<file path="config.mk">
export PLATFORM = sky130hd
export DESIGN_NAME = axis_burst_packetizer
export DESIGN_NICKNAME = d
export VERILOG_FILES = /design/src/rtl/axis_pkt_pkg.sv /design/src/rtl/axis_pkt_queue.sv /design/src/rtl/axis_burst_packetizer.sv
export SDC_FILE = /design/constraint.sdc
export NUM_CORES = 1
export LEC_CHECK = 0
export CORE_UTILIZATION = 35
export DETAILED_ROUTE_END_ITERATION = 8
export PLACE_DENSITY_LB_ADDON = 0.3
export REMOVE_ABC_BUFFERS = 1
export SETUP_SLACK_MARGIN = 0.4
export SYNTH_ARGS = -nofsm -noshare
export SYNTH_HDL_FRONTEND = slang
export SYNTH_SLANG_ARGS = --single-unit
</file>
<file path="constraint.sdc">
create_clock -name clk_tb -period 4.35 [get_ports clk_tb]
set_input_delay 0.435 -clock clk_tb [delete_from_list [all_inputs] [get_ports clk_tb]]
set_output_delay 0.435 -clock clk_tb [all_outputs]
set_load 0.01 [all_outputs]
</file>
<file path="src/rtl/axis_pkt_pkg.sv">
// Shared types and width helpers for the burst packetizer and its output queue.
package axis_pkt_pkg;

    localparam int unsigned DATA_W_DEF = 32;

    typedef struct packed {
        logic                  last;
        logic                  dest;
        logic [DATA_W_DEF-1:0] data;
    } q_entry_t;

    // Index width for a range of n values; never narrower than one bit.
    function automatic int unsigned idx_w(input int unsigned n);
        return (n > 1) ? $clog2(n) : 1;
    endfunction

    // Width able to hold the value n itself (occupancy counters).
    function automatic int unsigned cnt_w(input int unsigned n);
        return $clog2(n + 1);
    endfunction

endpackage

</file>
<file path="src/rtl/axis_pkt_queue.sv">
// Small circular FIFO of {last, dest, data} whose head drives an AXI4-Stream master.
module axis_pkt_queue
    import axis_pkt_pkg::*;
#(
    parameter int unsigned DATA_W = DATA_W_DEF,
    parameter int unsigned DEPTH  = 4
) (
    input  logic                     clk_tb,
    input  logic                     aresetn,
    input  logic                     push,
    input  logic                     push_last,
    input  logic                     push_dest,
    input  logic [DATA_W-1:0]        push_data,
    output logic                     m_axis_tvalid,
    input  logic                     m_axis_tready,
    output logic [DATA_W-1:0]        m_axis_tdata,
    output logic                     m_axis_tlast,
    output logic                     m_axis_tdest,
    output logic [cnt_w(DEPTH)-1:0]  count,
    output logic                     q_full,
    output logic                     q_empty
);
    localparam int unsigned PW = idx_w(DEPTH);
    localparam int unsigned CW = cnt_w(DEPTH);

    logic [DATA_W-1:0] mem_data [DEPTH];
    logic [DEPTH-1:0]  mem_last;
    logic [DEPTH-1:0]  mem_dest;
    logic [PW-1:0]     rd_ptr;
    logic [PW-1:0]     wr_ptr;
    logic              pop;
    logic              push_ok;

    assign q_empty = (count == '0);
    assign q_full  = (count == CW'(DEPTH));
    assign pop     = m_axis_tvalid && m_axis_tready;
    // A push into a full queue is only taken when the head leaves in the same cycle.
    assign push_ok = push && (!q_full || pop);

    assign m_axis_tvalid = !q_empty;
    assign m_axis_tdata  = mem_data[rd_ptr];
    assign m_axis_tlast  = mem_last[rd_ptr];
    assign m_axis_tdest  = mem_dest[rd_ptr];

    always_ff @(posedge clk_tb) begin
        if (!aresetn) begin
            for (int unsigned i = 0; i < DEPTH; i++) begin
                mem_data[i] <= '0;
            end
            mem_last <= '0;
            mem_dest <= '0;
            rd_ptr   <= '0;
            wr_ptr   <= '0;
            count    <= '0;
        end else begin
            if (push_ok) begin
                mem_data[wr_ptr] <= push_data;
                mem_last[wr_ptr] <= push_last;
                mem_dest[wr_ptr] <= push_dest;
                wr_ptr           <= wr_ptr + 1'b1;
            end
            if (pop) begin
                rd_ptr <= rd_ptr + 1'b1;
            end
            case ({push_ok, pop})
                2'b10:   count <= count + 1'b1;
                2'b01:   count <= count - 1'b1;
                default: count <= count;
            endcase
        end
    end

endmodule

</file>
<file path="src/rtl/axis_burst_packetizer.sv">
// FIFO-style write port to 32-bit AXI4-Stream with burst-length and idle-flush tlast insertion.
module axis_burst_packetizer
    import axis_pkt_pkg::*;
#(
    parameter int unsigned DATA_W        = DATA_W_DEF,
    parameter int unsigned BURST_WORDS   = 128,
    parameter int unsigned FLUSH_TIMEOUT = 256,
    parameter int unsigned Q_DEPTH       = 4,
    parameter int unsigned SWAP_CHANNELS = 0
) (
    input  logic              clk_tb,
    input  logic              aresetn,
    input  logic              write,
    input  logic [DATA_W-1:0] data_in,
    output logic              full,
    output logic              m_axis_tvalid,
    input  logic              m_axis_tready,
    output logic [DATA_W-1:0] m_axis_tdata,
    output logic              m_axis_tlast,
    output logic              m_axis_tdest,
    output logic              overflow,
    output logic [15:0]       drop_cnt,
    output logic [31:0]       pkt_cnt
);
    localparam int unsigned  IW       = idx_w(BURST_WORDS);
    localparam int unsigned  TW       = idx_w(FLUSH_TIMEOUT);
    localparam logic [IW-1:0] LAST_IDX = IW'(BURST_WORDS - 1);
    localparam logic [TW-1:0] IDLE_MAX = TW'((FLUSH_TIMEOUT == 0) ? 0 : FLUSH_TIMEOUT - 1);

    logic                  hold_v;
    logic [DATA_W-1:0]     hold_d;
    logic [IW-1:0]         hold_idx;
    logic [IW-1:0]         run_idx;
    logic [IW-1:0]         next_run;
    logic [IW-1:0]         new_idx;
    logic [TW-1:0]         idle;
    logic                  dest_q;
    logic                  q_full;
    logic                  q_empty;
    logic [cnt_w(Q_DEPTH)-1:0] q_count;
    logic                  unused_q;
    logic                  pop;
    logic                  accept;
    logic                  is_last_idx;
    logic                  flush_cond;
    logic                  push;
    logic                  push_last;

    assign unused_q    = ^{q_count, q_empty};
    assign full        = hold_v && q_full;
    assign accept      = write && !full;
    assign pop         = m_axis_tvalid && m_axis_tready;
    assign is_last_idx = (hold_idx == LAST_IDX);
    assign flush_cond  = (FLUSH_TIMEOUT != 0) && hold_v && (idle == IDLE_MAX);
    assign push_last   = is_last_idx || flush_cond;
    // An accepted write with hold occupied always has a slot, since full would block it.
    assign push        = hold_v && (accept || is_last_idx || flush_cond) && (!q_full || pop);
    assign next_run    = push_last ? '0 : hold_idx + 1'b1;

    always_comb begin
        new_idx = run_idx;
        if (hold_v) begin
            new_idx = next_run;
        end
    end

    always_ff @(posedge clk_tb) begin
        if (!aresetn) begin
            hold_v   <= 1'b0;
            hold_d   <= '0;
            hold_idx <= '0;
            run_idx  <= '0;
            idle     <= '0;
            dest_q   <= 1'b0;
            overflow <= 1'b0;
            drop_cnt <= '0;
            pkt_cnt  <= '0;
        end else begin
            if (accept) begin
                hold_v   <= 1'b1;
                hold_d   <= data_in;
                hold_idx <= new_idx;
            end else if (push) begin
                hold_v <= 1'b0;
            end
            if (push) begin
                run_idx <= next_run;
            end
            if (accept || push) begin
                idle <= '0;
            end else if (hold_v && idle != IDLE_MAX) begin
                idle <= idle + 1'b1;
            end
            if (push && push_last && SWAP_CHANNELS != 0) begin
                dest_q <= ~dest_q;
            end
            if (write && full) begin
                overflow <= 1'b1;
                if (drop_cnt != '1) begin
                    drop_cnt <= drop_cnt + 1'b1;
                end
            end
            if (pop && m_axis_tlast) begin
                pkt_cnt <= pkt_cnt + 1'b1;
            end
        end
    end

    axis_pkt_queue #(
        .DATA_W (DATA_W),
        .DEPTH  (Q_DEPTH)
    ) u_queue (
        .clk_tb        (clk_tb),
        .aresetn       (aresetn),
        .push          (push),
        .push_last     (push_last),
        .push_dest     (dest_q),
        .push_data     (hold_d),
        .m_axis_tvalid (m_axis_tvalid),
        .m_axis_tready (m_axis_tready),
        .m_axis_tdata  (m_axis_tdata),
        .m_axis_tlast  (m_axis_tlast),
        .m_axis_tdest  (m_axis_tdest),
        .count         (q_count),
        .q_full        (q_full),
        .q_empty       (q_empty)
    );

endmodule

</file>
# --- Word level (Yosys, flattened, before mapping) ---
# Memory sizes are Yosys's and may differ from the RTL's. A register that Yosys moved wholly into a read port is not among the register bits.
# Index checks and enable logic that the tools add are counted.
op_classes:
  bitwise: 3
  addsub: 8
  n_eq_ne: 7
  reduce_logical: 25
  magnitude_cmp: 3
  muxes: 21
ops:
  columns: ["op", "n"]
  rows:
  - ["adder 32 x 1 -> 32 bit, second input constant", 1]
  - ["two-way mux 32 bit", 1]
  - ["OR reduction 32 bit", 1]
  - ["adder 16 x 1 -> 16 bit, second input constant", 1]
  - ["!= test 16 bit, second input constant", 1]
  - ["two-way mux 7 bit", 2]
  - ["logical AND 1 bit", 11]
  - ["two-way mux 1 bit", 10]
  - ["adder 8 x 1 -> 8 bit, second input constant", 1]
  - ["== test 8 bit, second input constant", 1]
  - ["!= test 8 bit, second input constant", 1]
  - ["adder 7 x 1 -> 7 bit, second input constant", 1]
  - ["== test 7 bit, second input constant", 1]
  - ["less-than comparator 2 x 3 -> 1 bit, second input constant", 2]
  - ["two-way mux 2 bit", 3]
  - ["case mux 3 bit (2 select lines)", 1]
  - ["logical OR 1 bit", 5]
  - ["adder 2 x 1 -> 2 bit, second input constant", 2]
  - ["bitwise AND 4 bit", 1]
  - ["binary-select mux 1 bit (select 2 bit)", 2]
  - ["bitwise mux 4 bit", 1]
  - ["inverter 4 bit", 1]
  - ["nonzero test 2 bit", 2]
  - ["adder 3 x 1 -> 3 bit, second input constant", 1]
  - ["other kinds (11)", 13]
word_totals:
  in_bits: 36
  n_memories: 1
  reg_bits: 119
  ram_bits: 128
mem_list:
  columns: ["name", "depth", "width", "read_ports", "rd_ports_with_merged_regs", "write_ports", "line", "rtl"]
  rows:
  - ["u_queue.mem_data", 4, 32, 1, 1, 4, "axis_pkt_queue.sv:26", "logic [DATA_W-1:0] mem_data [DEPTH];"]

# --- Logic depth before layout (Yosys ltp) ---
logic_depth:
  word_depth: 14
  depth_mapped: 12
  depth_no_buf: 11

# --- Hierarchy ---
# A second synthesis with hierarchy kept.
hier_totals:
  hier_cells: 964
  hier_area_um2: 11220.8
modules_own_cells:
  columns: ["mod", "seq_area_each_um2", "cells_per_inst", "area_each_um2", "n_inst"]
  rows:
  - ["axis_pkt_queue", 4184.0, 407, 6483.7, 1]
  - ["axis_burst_packetizer", 2082.0, 557, 4737.0, 1]

# --- Worst setup path after synthesis ---
# OpenSTA, ideal clock, no wires.
synth_timing:
  kind: "register -> register"
  from: "reg hold_idx[0]"
  to: "mem u_queue.mem_data[3][0] in the netlist's numbering (enable)"
  path_slack_ns: -0.106
  t_required_ns: 3.880
  setup_time_ns: 0.470
  n_path_buf: 1
  arrival_time_ns: 3.986
  path_stages_with_launch: 8
  cell_sequence: "dfxtp_1 > ha_1 > nand2_1 > or3_1 > buf_2 > a31oi_4 > inv_2 > o31ai_1"
synth_lines:
  columns: ["element", "line", "rtl"]
  rows:
  - ["start, declared", "axis_burst_packetizer.sv:32", "logic [IW-1:0] hold_idx;"]
  - ["start signal, assigned", "axis_burst_packetizer.sv:82", "hold_idx <= new_idx;"]
  - ["end, declared", "axis_pkt_queue.sv:26", null]

==> results list <==
- Before CTS, the worst setup slack after placement is about 0.9 ns.
- Critical path cell sequence: buf_4, mux4_2, clkdlybuf4s50_1
- Dividing the final minimum period by the clock period gives 0.728.
- At the end of the flow, the number of nets in the layout was around 1100.
- Post-route minimum period: 3.17 ns
- CTS Root Buffer Type: clkbuf_16
* Maximum number of pins on one net before global-route repair: 129
- Of all nets on the critical path, the largest fanout is 18.
- Leaving out fill and tap cells, the most frequent cell in the layout is edfxtp_1.
* Overall die area: between 0.03 and 0.04 mm²
* Detailed Routing Iterations Pass 1: 9
* Final number of max-transition violations: 0
- H-tree lvl count: 1
* Number of different library cells in the post-synthesis netlist: 59
- Synthesis produced slightly below 1000 cells.
- For this run, the register share of the synthesized area comes to 0.566.
* RSZ-0062 raised after global routing: no
- CP Data Arrival Time: approximately 2.7 ns
- The checks that failed: design-rule violations.
- After detailed routing, the number of vias per cell comes to roughly 5.4.
* Critical Path End Type: primary output
- Outcome: finished with violations
* Final Wtd Congestion: just over 0.7
- Sum of overflow across all layers after global routing: 0
* Clock Tree Buf Depth: 3
* Class of the worst hold path: register to register
* Slew at the pin closest to its max-slew limit: roughly 0.99 ns
- During placement, the flow inserted port buffers numbering 120.
* Number of CTS-inserted buffers: 27
- Max Clock Freq: about 320 MHz
- Dividing the detail-routed wire length by the instance count gives 18.0 µm.
- Post-layout instance area: 0.0135 mm²
- STA classifies the critical path startpoint as a register.
- Final Hold Viols: 0
- Reg clk slew, reported paths: 0.06 ns
- Count of flip-flops with a built-in enable after synthesis: about 130
- The number of setup buffers added after CTS is 0.
* Final number of setup-violating endpoints: 0
- Post-detailed-route count of antenna-violating nets: 0
* Via Count: around 8000
- Number of diodes added for antenna fixing: 0
- Cell Pwr Density: roughly 430 mW/mm²
* Count of yosys warnings during synthesis: 0
- First-iteration detailed-routing DRC count: 490
- Wire length of the first global-routing pass: roughly 43000 µm
- Initial core utilization: 0.359
- Vertical extent of the die: ~180 µm
* Area of the core: between 0.03 and 0.04 mm²
* Number of sinks handled by clock tree synthesis: 249
- Final setup slack of the worst path: 1.18 ns
- In the routed design, unresolved DRC markers number 6.
* Number of top-level design ports: ~120
* P&R area growth vs syn: 21.6%
- Final cell count without fillers: about 1500
* CP peak stage delay: between 0.7 and 0.8 ns
* Hold WS: between 0.4 and 0.5 ns
- P_leak: approximately 4.9 nW
- In this run, post-CTS repair resized a total of 0 instances.
- Leading register cell type out of synthesis: edfxtp_1
* Post-Synthesis Cell Area: between 0.01 and 0.015 mm²
- Detailed placement ended at an HPWL of around 15000 µm.
* Die extent in x: between 150 and 200 µm
* Peak supply drop: 333 µV
* Most frequent cells in the layout: edfxtp_1, dfxtp_1, clkdlybuf4s50_1, nand2_1, and3_1
- Once placement completed, the tool counted placed cells totaling 1444.
- Clock tree from TritonCTS: built
* Share of cells above drive strength 1: 0.0966
- The slowest stage of the critical path belongs to the cell dfxtp_2.
- The worst pin sits at a relative slew slack of 0.338.
- Via count of the first global-routing pass: 7840
- After synthesis, the share of flip-flops with an asynchronous set or reset is 0.
* Number of antenna violations at the first check in global routing: 0
- In this run the mean area of a mapped cell was 11.3 µm².
- Overall fraction of global-route tracks in use: 0.165
- Counting the fill cells in the layout gives 2855.
- Clock latency on the worst-skew pair, taken at its later pin, is around 0.54 ns.
- Pwr Total: between 5 and 6 mW
- The critical path is of the register to primary output type.
* Critical Path RT: between 3 and 4 ns
- The tool flagged a number of max-cap violations equal to 0.
- Rows: 64
- Area of placed instances: 0.0126 mm²
- For the final database, setup skew stands at 0.0200 ns.
- In this run, synthesis produced a sequential element count of 249.
- The number of hold buffers added after CTS was 0.
* Final WL: around 27000 µm
## power breakdown
part / internal (mW) / leakage [nW] / switching, mW / total (mW)
Clock: 1.24 / 0.408 / 0.908 / 2.14
Combinational: 0.461 / 2.20 / 0.445 / 0.906
Sequential: 2.58 / 2.31 / 0.112 / 2.69
Total: 4.28 / 4.92 / 1.46 / 5.74
## kinds of logic (layout without fill, tap and decap cells)
family / count (synthesis) / after routing / synth area share
DFF: 249 / 249 / 0.566
buffers and inverters: 85 / 201 / 0.0329
AOI/OAI and AO/OA: 163 / 163 / 0.0887
adders and majority gates: 10 / 10 / 0.0120
xor gates and xnor gates: 14 / 14 / 0.0111
muxes: 52 / 52 / 0.0854
and+or+nand+nor: 408 / 408 / 0.204
## through the flow
stage	TNS, ns	util
5_1_grt	0	0.437
6_report	0	0.437
2_1_floorplan	-112.56	-
4_1_cts	0	0.437
3_5_place_dp	0	0.410
3_3_place_gp	0	0.410
## flip-flops by register name, summed over array words and instances, names as in the netlist, 3 cells and up, named ones only
signal	count
pkt_cnt	32
hold_d	32
hold_idx	7
u_queue.mem_dest	4
drop_cnt	16
u_queue.mem_last	4
u_queue.mem_data	128
idle	8
u_queue.count	3
run_idx	7
## synthesized netlist by cell type (18+ instances only)
cell type,count,share of area
edfxtp_1,128,0.35
dfxtp_1,121,0.22
nand2_1,115,0.039
and3_1,105,0.059
a21oi_1,84,0.038
clkbuf_1,40,0.014
mux4_2,34,0.069
and2_1,33,0.019
nand3_1,25,0.011
nor2_1,24,0.0081
nand4_1,23,0.013
o21ai_0,23,0.010
o31ai_1,23,0.016
or4_1,23,0.016
buf_2,19,0.0086
mux2i_1,18,0.016
or3_1,18,0.010
## final timing paths
check	from	end	slack, ns	depth (start not counted)
setup / recovery	register	m_axis_tdata[16]	1.18	3
hold / removal	u_queue.mem_dest[3]$_SDFFE_PN0P_	u_queue.mem_dest[3]$_SDFFE_PN0P_	0.42	2
setup reg to reg	u_queue.count[2]$_SDFFE_PN0P_	u_queue.count[2]$_SDFFE_PN0P_	1.36	10
hold reg to reg	u_queue.mem_dest[3]$_SDFFE_PN0P_	u_queue.mem_dest[3]$_SDFFE_PN0P_	0.42	2
## per-layer routing
layer / global-route usage / up-vias / share of wire
li1: - / 3881 / -
met1: 0.221 / 3884 / 0.45
met2: 0.275 / 213 / 0.47
met3: 0.0310 / 37 / 0.060
met4: 0.0414 / 0 / 0.020
met5: 0 / - / 0
## worst max-delay path: cells and delay by family, from the launching register on
family	cells	cell delay, ns
DFF	1	0.79
buffers and inverters	2	0.87
muxes	1	0.55
## layout make-up
cell class	count	area (µm²)	share of cell area
tap	396	495	0.0368
multi-input combinational	647	4510	0.334
timing repair buffer	136	1320	0.0981
sequential	249	6270	0.465
clock inverter	6	40.0	0.00297
clock buffer	43	786	0.0583
inverter	16	60.1	0.00446
Power figures use the tool's default switching activity.
